<file path="src/rtl/seq_bcd_display_if.sv">
// Handshake and display bus of the sequential binary-to-BCD seven-segment driver.
// The master modport is the value producer; the slave modport is the display driver.
interface seq_bcd_display_if #(
  parameter int IN_WIDTH = 14,
  parameter int DIGITS   = 4
);
  logic                  in_valid;
  logic                  in_ready;
  logic [IN_WIDTH-1:0]   in_data;
  logic                  blank_lz;
  logic [7*DIGITS-1:0]   seg;
  logic                  done;
  logic                  overflow;

  modport master (
    output in_valid, in_data, blank_lz,
    input  in_ready, seg, done, overflow
  );

  modport slave (
    input  in_valid, in_data, blank_lz,
    output in_ready, seg, done, overflow
  );
endinterface

</file>
<file path="src/rtl/seq_bcd_display.sv">
// Sequential double-dabble converter driving DIGITS active-low seven-segment digits,
// with leading-zero blanking and dash display when the value does not fit.
module seq_bcd_display #(
  parameter int IN_WIDTH = 14,
  parameter int DIGITS   = 4
) (
  input logic              clk,
  input logic              rst_n,
  seq_bcd_display_if.slave bus
);
  localparam int BW = 4 * DIGITS;
  localparam int SW = BW + IN_WIDTH;
  localparam int CW = $clog2(IN_WIDTH + 1);
  localparam logic [63:0] LIMIT = 64'd10 ** DIGITS;

  typedef enum logic [1:0] {
    IDLE   = 2'd0,
    SHIFT  = 2'd1,
    UPDATE = 2'd2
  } state_t;

  state_t              state_r;
  logic [SW-1:0]       sreg_r;
  logic [CW-1:0]       cnt_r;
  logic                blank_r;
  logic                ovf_pend_r;
  logic                in_ready_r;
  logic                done_r;
  logic                ovf_r;
  logic [7*DIGITS-1:0] seg_r;
  logic [7*DIGITS-1:0] seg_next_s;
  logic                lead_s;
  logic [3:0]          dig_s;

  function automatic logic [6:0] seg7(input logic [3:0] d);
    case (d)
      4'd0:    seg7 = 7'h40;
      4'd1:    seg7 = 7'h79;
      4'd2:    seg7 = 7'h24;
      4'd3:    seg7 = 7'h30;
      4'd4:    seg7 = 7'h19;
      4'd5:    seg7 = 7'h12;
      4'd6:    seg7 = 7'h02;
      4'd7:    seg7 = 7'h78;
      4'd8:    seg7 = 7'h00;
      4'd9:    seg7 = 7'h18;
      default: seg7 = 7'h7F;
    endcase
  endfunction

  // One double-dabble iteration: add-3 correction on every BCD nibble, then shift left.
  function automatic logic [SW-1:0] dabble_step(input logic [SW-1:0] r);
    logic [SW-1:0] t;
    t = r;
    for (int k = 0; k < DIGITS; k++) begin
      t[IN_WIDTH+4*k +: 4] = (t[IN_WIDTH+4*k +: 4] >= 4'd5) ?
                             (t[IN_WIDTH+4*k +: 4] + 4'd3) : t[IN_WIDTH+4*k +: 4];
    end
    return {t[SW-2:0], 1'b0};
  endfunction

  assign bus.in_ready = in_ready_r;
  assign bus.seg      = seg_r;
  assign bus.done     = done_r;
  assign bus.overflow = ovf_r;

  // Digit encoding of the finished BCD word; scans from the top digit to track leading zeros.
  always_comb begin
    seg_next_s = {(7*DIGITS){1'b1}};
    lead_s     = 1'b1;
    dig_s      = 4'd0;
    for (int k = DIGITS - 1; k >= 0; k--) begin
      dig_s = sreg_r[IN_WIDTH+4*k +: 4];
      if (ovf_pend_r) begin
        seg_next_s[7*k +: 7] = 7'h3F;
      end else if (blank_r && lead_s && (k != 0) && (dig_s == 4'd0)) begin
        seg_next_s[7*k +: 7] = 7'h7F;
      end else begin
        seg_next_s[7*k +: 7] = seg7(dig_s);
      end
      lead_s = lead_s & (dig_s == 4'd0);
    end
  end

  // Control FSM, conversion datapath and registered display outputs.
  always_ff @(posedge clk or negedge rst_n) begin
    if (!rst_n) begin
      state_r    <= IDLE;
      sreg_r     <= {SW{1'b0}};
      cnt_r      <= {CW{1'b0}};
      blank_r    <= 1'b0;
      ovf_pend_r <= 1'b0;
      in_ready_r <= 1'b1;
      done_r     <= 1'b0;
      ovf_r      <= 1'b0;
      seg_r      <= {(7*DIGITS){1'b1}};
    end else begin
      done_r <= 1'b0;
      case (state_r)
        IDLE: begin
          if (bus.in_valid) begin
            sreg_r     <= {{BW{1'b0}}, bus.in_data};
            blank_r    <= bus.blank_lz;
            ovf_pend_r <= (64'(bus.in_data) >= LIMIT);
            cnt_r      <= {CW{1'b0}};
            in_ready_r <= 1'b0;
            state_r    <= SHIFT;
          end else begin
            in_ready_r <= 1'b1;
          end
        end
        SHIFT: begin
          sreg_r <= dabble_step(sreg_r);
          cnt_r  <= cnt_r + CW'(1);
          if (cnt_r == CW'(IN_WIDTH - 1)) begin
            state_r <= UPDATE;
          end else begin
            state_r <= SHIFT;
          end
        end
        UPDATE: begin
          seg_r      <= seg_next_s;
          ovf_r      <= ovf_pend_r;
          done_r     <= 1'b1;
          in_ready_r <= 1'b1;
          state_r    <= IDLE;
        end
        default: begin
          in_ready_r <= 1'b1;
          state_r    <= IDLE;
        end
      endcase
    end
  end
endmodule

</file>
<file path="src/flat_wrapper.sv">
// flat-port wrapper written by rule: the top's interface ports become plain ports
module seq_bcd_display_flat 
#(
  parameter int IN_WIDTH = 14,
  parameter int DIGITS   = 4
)
  (clk, rst_n, bus_in_valid, bus_in_data, bus_blank_lz, bus_in_ready, bus_seg, bus_done, bus_overflow);
  seq_bcd_display_if #(.IN_WIDTH(IN_WIDTH), .DIGITS(DIGITS)) bus_i ();
  input logic clk;
  input logic rst_n;
  input wire logic [$bits(bus_i.in_valid)-1:0] bus_in_valid;
  input wire logic [$bits(bus_i.in_data)-1:0] bus_in_data;
  input wire logic [$bits(bus_i.blank_lz)-1:0] bus_blank_lz;
  output wire logic [$bits(bus_i.in_ready)-1:0] bus_in_ready;
  output wire logic [$bits(bus_i.seg)-1:0] bus_seg;
  output wire logic [$bits(bus_i.done)-1:0] bus_done;
  output wire logic [$bits(bus_i.overflow)-1:0] bus_overflow;
  assign bus_i.in_valid = bus_in_valid;
  assign bus_i.in_data = bus_in_data;
  assign bus_i.blank_lz = bus_blank_lz;
  assign bus_in_ready = bus_i.in_ready;
  assign bus_seg = bus_i.seg;
  assign bus_done = bus_i.done;
  assign bus_overflow = bus_i.overflow;
  seq_bcd_display #(.IN_WIDTH(IN_WIDTH), .DIGITS(DIGITS)) u_core (.clk(clk), .rst_n(rst_n), .bus(bus_i));
endmodule
</file>
<file path="config.mk">
export PLATFORM = sky130hd
export DESIGN_NAME = seq_bcd_display_flat
export DESIGN_NICKNAME = d
export VERILOG_FILES = /design/src/rtl/seq_bcd_display_if.sv /design/src/rtl/seq_bcd_display.sv /design/src/flat_wrapper.sv
export SDC_FILE = /design/constraint.sdc
export NUM_CORES = 1
export LEC_CHECK = 0
export ABC_AREA = 1
export ABC_CLOCK_PERIOD_IN_PS = 1900
export BUFFER_PORTS_ARGS = -buffer_cell sky130_fd_sc_hd__buf_2
export CORE_AREA = 2 2 119 121
export DETAILED_ROUTE_END_ITERATION = 6
export DIE_AREA = 0 0 121 123
export GPL_TIMING_DRIVEN = 1
export SYNTH_ARGS = -nofsm -noshare
export SYNTH_HDL_FRONTEND = slang
export SYNTH_SLANG_ARGS = --single-unit
</file>
<file path="constraint.sdc">
create_clock -name clk -period 1.9 [get_ports clk]
set_clock_uncertainty 0.15 [all_clocks]
set_input_delay 0.095 -clock clk [delete_from_list [all_inputs] [get_ports clk]]
set_output_delay 0.095 -clock clk [all_outputs]
set_load 0.01 [all_outputs]
</file>
==> metrics, run 1 <==
crit end category flop; initial core utilization 0.2848; VDD IR max a little under 600 uV; post-synthesis cell type count 26; clk_lat worst skew approximately 340 ps; Final Cycle Share 0.9213; DR WL met2 between 4 and 5 mm; # nets final roughly 630; io pins 49; HPWL Detailed about 6.5 mm; vias in the first global route 3392; YS warnings 0; R2R Setup Slk approximately 150 ps; # clock sinks between 60 and 70; WP data required ~2000 ps; post-route ant nets 0; dpl cells between 700 and 800; met3 wire len around 430 um; Worst path top cell family by delay flip-flops; Min Hold Slack between 90 and 100 ps; max cap viols 0; H-tree levels 3; clk root buf clkbuf_16; Syn Area/Cell around 7.6 sq um; Die Wd 121 um; synthesized cell area between 0.003 and 0.004 sq mm; largest cells by area after synthesis dfrtp_1, dfstp_2, nand2_1; Max Slew Vio Count 0; WP data arrival ~1800 ps; highest net fanout along the worst path 4; DR top layer met4; initial antenna violation count 0; Residual DRC 0; Bufs on Longest Clock Path 2; grt ovf 0; Die ar. between 0.01 and 0.015 sq mm; Worst slew margin 0.6960; Routed Wire Length approximately 9 mm; flops & latches, synth a little under 70; leading area contributor after synthesis dfrtp_1; row count 43; clk slew on worst S/H paths ~50 ps; Synth top area share 0.2582; GP Congestion a little under 0.9; syn nets ~550; Final TNS setup 0 ps; TritonCTS Buffers 9; PD cells about 1700 mW/mm^2; WS Path Type flop to flop; ys flop type dfrtp_1; vias 3500; minimum clock period after layout around 1800 ps; endpoints failing setup 0; worst reg2reg endpoint u_core.sreg_r[26]; Core Box Area 0.01361 sq mm; DRT met1 WL about 4.4 mm; final cell count without fillers roughly 770; Routed WL per cell between 10 and 15 um; First-pass DRT Iterations 5; Post-CTS Setup Bufs 0; number of flops mapped to enable cells by yosys 0; FILL cells 1427; first-pass GRT wire length 15.68 mm; 1st-iter DRT viols 247; Vias/cell 4.557; number of port buffers between 40 and 50; post-synthesis cell count slightly above 500; critical-path cell list inv_1 -> ha_1 -> inv_1 -> o21ai_0 -> nand2_1 -> nand4_1 -> nand2_1; DIE HEIGHT 123 um; CTS tree yes; Total Routing Usage GR 0.1331; total power between 8000 and 9000 uW; area of the multi-input gates 0.001852 sq mm; antenna diode count 0; Final Hold Fails 0; RSZ-0062 raised after global routing no; Tightest Hold Check Type input pin to async pin; outcome complete, no violations; sequential area share after synthesis 0.4548; Register Area about 0.0018 sq mm; crit path buf inv count 2; achievable clock frequency about 570 MHz; area growth from synthesis to layout 24.63%; slew at the pin with the worst max-slew slack 456.0 ps; crit start category flop; slowest cell on the critical path dfrtp_1; share of cells above drive strength 1 0.2024; worst reg-to-reg path cell count 7; pin count of the biggest net entering global routing 51; asr flop ratio synth 1.000; Leak between 0.002 and 0.0025 uW; slowest cell delay on critical path 400 ps; fin util 0.3549; reg2reg start u_core.sreg_r[22]
-- cell usage in the layout, fill, tap and decap left out --
| cell type | synthesis | routed |
|---|---|---|
| o211ai_1 | 5 | 5 |
| nand3_1 | 39 | 39 |
| nor4_1 | 1 | 1 |
| clkbuf_8 | 0 | 1 |
| dlygate4sd3_1 | 0 | 16 |
| o21ai_1 | 10 | 12 |
| clkinv_1 | 1 | 1 |
| nor2_2 | 4 | 5 |
| nand2_1 | 139 | 139 |
| o22ai_1 | 2 | 2 |
| a21oi_1 | 33 | 33 |
| clkinv_2 | 0 | 1 |
| ha_1 | 24 | 24 |
| dfrtp_1 | 40 | 40 |
| clkbuf_16 | 0 | 9 |
| dfstp_2 | 29 | 29 |
| buf_12 | 0 | 1 |
| or2_2 | 4 | 4 |
| inv_1 | 44 | 44 |
| nand3b_1 | 1 | 1 |
| inv_2 | 3 | 3 |
| nor2_1 | 72 | 71 |
| buf_2 | 10 | 48 |
| bufinv_16 | 0 | 1 |
| nor2_4 | 2 | 2 |
| nor3_1 | 3 | 3 |
| nand4_1 | 3 | 3 |
| o21ai_0 | 34 | 32 |
| nand2_2 | 1 | 1 |
| buf_4 | 1 | 14 |
| clkbuf_1 | 4 | 3 |
-- synth_stat cells (4+ instances only) --
library cell and count:
a21oi_1 33, buf_2 10, clkbuf_1 4, dfrtp_1 40
dfstp_2 29, ha_1 24, inv_1 44, nand2_1 139
nand3_1 39, nor2_1 72, nor2_2 4, o211ai_1 5
o21ai_0 34, o21ai_1 10, or2_2 4
-- kinds of logic (layout without fill, tap and decap cells) --
family / after synthesis / in the layout / share of synthesized area
and+or+nand+nor: 269 / 269 / 0.2873
AOI/OAI and AO/OA: 84 / 84 / 0.1123
DFF: 69 / 69 / 0.4548
buffers and inverters: 64 / 142 / 0.06811
adders and majority gates: 24 / 24 / 0.07747
-- layer usage --
metal | track usage | vias to the layer above
met5 | 0 | -
met4 | 0.05160 | 0
met3 | 0.03644 | 11
met2 | 0.2163 | 75
met1 | 0.1687 | 1627
li1 | - | 1787
-- report_power, final --
| group | switching [uW] | leakage, uW | internal [uW] |
|---|---|---|---|
| Combinational | 2200 | 0.00147 | 1440 |
| Clock | 591 | 0.000140 | 1040 |
| Sequential | 574 | 0.000788 | 2290 |
| Total | 3370 | 0.00240 | 4770 |
-- state kept, by name, summed over array words and instances, names as in the netlist --
| signal | cells |
|---|---|
| u_core.blank_r | 1 |
| u_core.bus.done | 1 |
| u_core.bus.in_ready | 1 |
| u_core.bus.overflow | 1 |
| u_core.bus.seg | 28 |
| u_core.cnt_r | 4 |
| u_core.ovf_pend_r | 1 |
| u_core.sreg_r | 30 |
| u_core.state_r | 2 |
-- final cells by class --
class | instances | area share
clock buffer | 13 | 0.05180
clock inverter | 2 | 0.007252
inverter | 48 | 0.03730
multi-input combinational | 377 | 0.3833
sequential | 69 | 0.3649
tap | 180 | 0.04662
timing repair buffer | 79 | 0.1088
-- worst max-delay path by stage --
stage                      startpoint  cells past startpoint  slack [ps]                end
finish              u_core.sreg_r[22]                      7         150  u_core.sreg_r[26]
global route        u_core.sreg_r[22]                      8           8  u_core.sreg_r[24]
floorplan           u_core.sreg_r[18]                      7         320  u_core.sreg_r[22]
CTS                 u_core.sreg_r[18]                      7         130  u_core.sreg_r[22]
global placement    u_core.sreg_r[22]                      7         190  u_core.sreg_r[26]
detailed placement  u_core.sreg_r[15]                      8         140  u_core.sreg_r[17]
-- stage by stage --
step	worst slack, ps	cell area, sq um
4_1_cts	126.2	4828
6_report	149.4	4831
3_3_place_gp	194.1	4383
2_1_floorplan	321.2	3876
3_5_place_dp	137.7	4383
5_1_grt	7.741	4831
-- timing repair --
action	in CTS	in global routing
setup endpoints to repair	0	14
hold buffers	16	0
hold endpoints to repair	70	0
gates resized for setup	0	3
Note: power is estimated with default switching activity, not from simulation.
==> inputs of run 2 (changes only) <==
--- a/config.mk
+++ b/config.mk
@@ -12,6 +12,7 @@
 export DETAILED_ROUTE_END_ITERATION = 6
 export DIE_AREA = 0 0 121 123
 export GPL_TIMING_DRIVEN = 1
+export REMOVE_ABC_BUFFERS = 1
 export SYNTH_ARGS = -nofsm -noshare
 export SYNTH_HDL_FRONTEND = slang
 export SYNTH_SLANG_ARGS = --single-unit
==> run 2 against run 1 <==
Combinational power about the same. Sequential share of layout area is 0.15 points higher. Die area is the same. Largest power group unchanged. Highest routed layer unchanged. Fmax rose by 0.87%. Cell area decreased by 0.26%. Critical path type unchanged. Critical path depth is the same. Global-route usage rose by 0.15 points. Flip-flop and latch count stayed put. Non-clock buffer count decreased by 1. Sequential power rose by 1%. Critical endpoint is now u_core.sreg_r[22].
==> metrics, run 2 (same netlist as run 1, synthesis figures left out) <==
outcome complete, no violations; achievable clock frequency 576.2 MHz (+0.87%); VDD IR max 533.8 uV (-8.4%); Die Wd 121 um (unchanged); fin util 0.3540 (-0.0009190); dpl cells 736 (-0.14%); First-pass DRT Iterations 4 (-1); Die ar. 0.01488 sq mm (unchanged); DIE HEIGHT 123 um (unchanged); Place WS 79.40 ps (-58.30 ps); commonest non-fill, non-tap cell in the layout nand2_1; Worst slew margin 0.5694 (-0.1266); Total Routing Usage GR 0.1345 (+0.001462); CTS tree yes; WS Path Type flop to flop; RSZ-0062 raised after global routing no; Tightest Hold Check Type input pin to async pin; clk_lat worst skew 330 ps (about the same); Top reg by flops u_core.sreg_r; PD cells 1677 mW/mm^2 (-0.36%); Final Cycle Share 0.9134 (-0.007919); antenna diode count 0 (unchanged); WP data required 1970 ps (about the same); Routed Wire Length 9.535 mm (+3.6%); initial antenna violation count 0 (unchanged); TritonCTS Buffers 9 (unchanged); Leak 0.002395 uW (-0.33%); clk slew on worst S/H paths 60 ps (about the same); Routed WL per cell 12.40 um (+3.4%); endpoints failing setup 0 (unchanged); Core Box Area 0.01361 sq mm (unchanged); minimum clock period after layout 1736 ps (-15.05 ps); crit path buf inv count 2 (unchanged); number of port buffers 48 (unchanged); R2R Setup Slk 160 ps (+20 ps); clk root buf clkbuf_16; pin count of the biggest net entering global routing 70 (+37%); GP Congestion 0.9031 (+1.1%); slowest cell on the critical path dfrtp_2; post-route ant nets 0 (unchanged); area growth from synthesis to layout 24.31%; initial core utilization 0.2848 (unchanged); final cell count without fillers 769 (+0.13%); highest net fanout along the worst path 7 (+3); vias 3519 (+0.54%); Residual DRC 0 (unchanged); crit end category flop; first-pass GRT wire length 16.01 mm (+2.2%); row count 43 (unchanged); total power 8082 uW (-0.62%); H-tree levels 3 (unchanged); max cap viols 0 (unchanged); vias in the first global route 3486 (+2.8%); share of cells above drive strength 1 0.2054 (+0.003052); Bufs on Longest Clock Path 2 (unchanged); crit start category flop; Final Hold Fails 0 (unchanged); design area 0.004818 sq mm (-0.26%); Max Slew Vio Count 0 (unchanged); Vias/cell 4.576 (+0.41%); critical-path cell list inv_1 -> ha_1 -> inv_1 -> o21ai_1 -> nand2_1 -> nand4_1 -> nand2_1; WP data arrival 1810 ps (-20 ps); Largest register FFs 30 (unchanged); HPWL Detailed 6.558 mm (+1.5%); Final WS setup 164.5 ps (+15.05 ps); Worst path top cell family by delay flip-flops; placed cell area 0.004375 sq mm (-0.17%); slowest cell delay on critical path 450 ps (+50 ps); most frequent cells in the layout nand2_1, nor2_1, buf_2, inv_1, nand3_1; 1st-iter DRT viols 170 (-31%); slew at the pin with the worst max-slew slack 645.2 ps (+189.2 ps); grt ovf 0 (unchanged); # clock sinks 69 (unchanged); io pins 49 (unchanged); # nets final 626 (unchanged)
run 2: changes by cell type in the layout (fill, tap and decap cells not counted):
cell	previous run	this run
dfrtp_1	40	38
dfrtp_2	0	2
buf_4	14	13
bufinv_16	1	0
clkbuf_8	1	2
clkinv_2	1	2
nor2_1	71	72
o21ai_0	32	31
o21ai_1	12	13
run 2: through the flow:
step,setup TNS [ps],hold slack [ps]
CTS,0,189.0
finish,0,187.1
detailed placement,0,2.902
floorplan,-18.87,-350.6
global placement,0,-0.9231
global route,0,217.1
run 2: area by class of cell:
type                       instances  area [sq um]
inverter                          48         180.2
clock inverter                     2         10.01
timing repair buffer              78         518.0
clock buffer                      14         264.0
fill                            1415          8793
sequential                        69          1765
multi-input combinational        378          1856
tap                              180         225.2
run 2: final timing paths:
check | depth (start not counted) | startpoint | to
worst max-delay path | 7 | u_core.sreg_r[18] | u_core.sreg_r[22]
worst min-delay path | 3 | rst_n | u_core.bus.done
worst max register to register | 7 | u_core.sreg_r[18] | u_core.sreg_r[22]
worst min register to register | 2 | u_core.bus.seg[9] | u_core.bus.seg[9]
max in group asynchronous | 3 | rst_n | u_core.bus.in_ready
min in group clk | 6 | bus_in_valid | u_core.blank_r
run 2: worst register-to-register path, cell delays in order, from the launching register on:
cell     delay [ps]
dfrtp_2         450
inv_1           180
ha_1            200
inv_1            50
o21ai_1         270
nand2_1         150
nand4_1         110
nand2_1          50
run 2: layer usage:
| metal | track usage | wire [um] | up-vias |
|---|---|---|---|
| met2 | 0.2223 | 4560 | 79 |
| met1 | 0.1699 | 4414 | 1645 |
| met4 | 0.05596 | 70 | 0 |
| met3 | 0.03090 | 490 | 6 |
| met5 | 0 | 0 | - |
| li1 | - | - | 1789 |
run 2: timing repair:
action                                 4_1_cts  5_1_grt
buffers inserted                             0        0
hold buffers                                16        0
resized for setup                            0        5
setup endpoints to repair                    0       14
endpoints found under the hold margin       84        0
run 2: report_power, final:
part           internal (uW)  switching [uW]
registers               2290             609
clock network            952             608
logic                   1420            2200
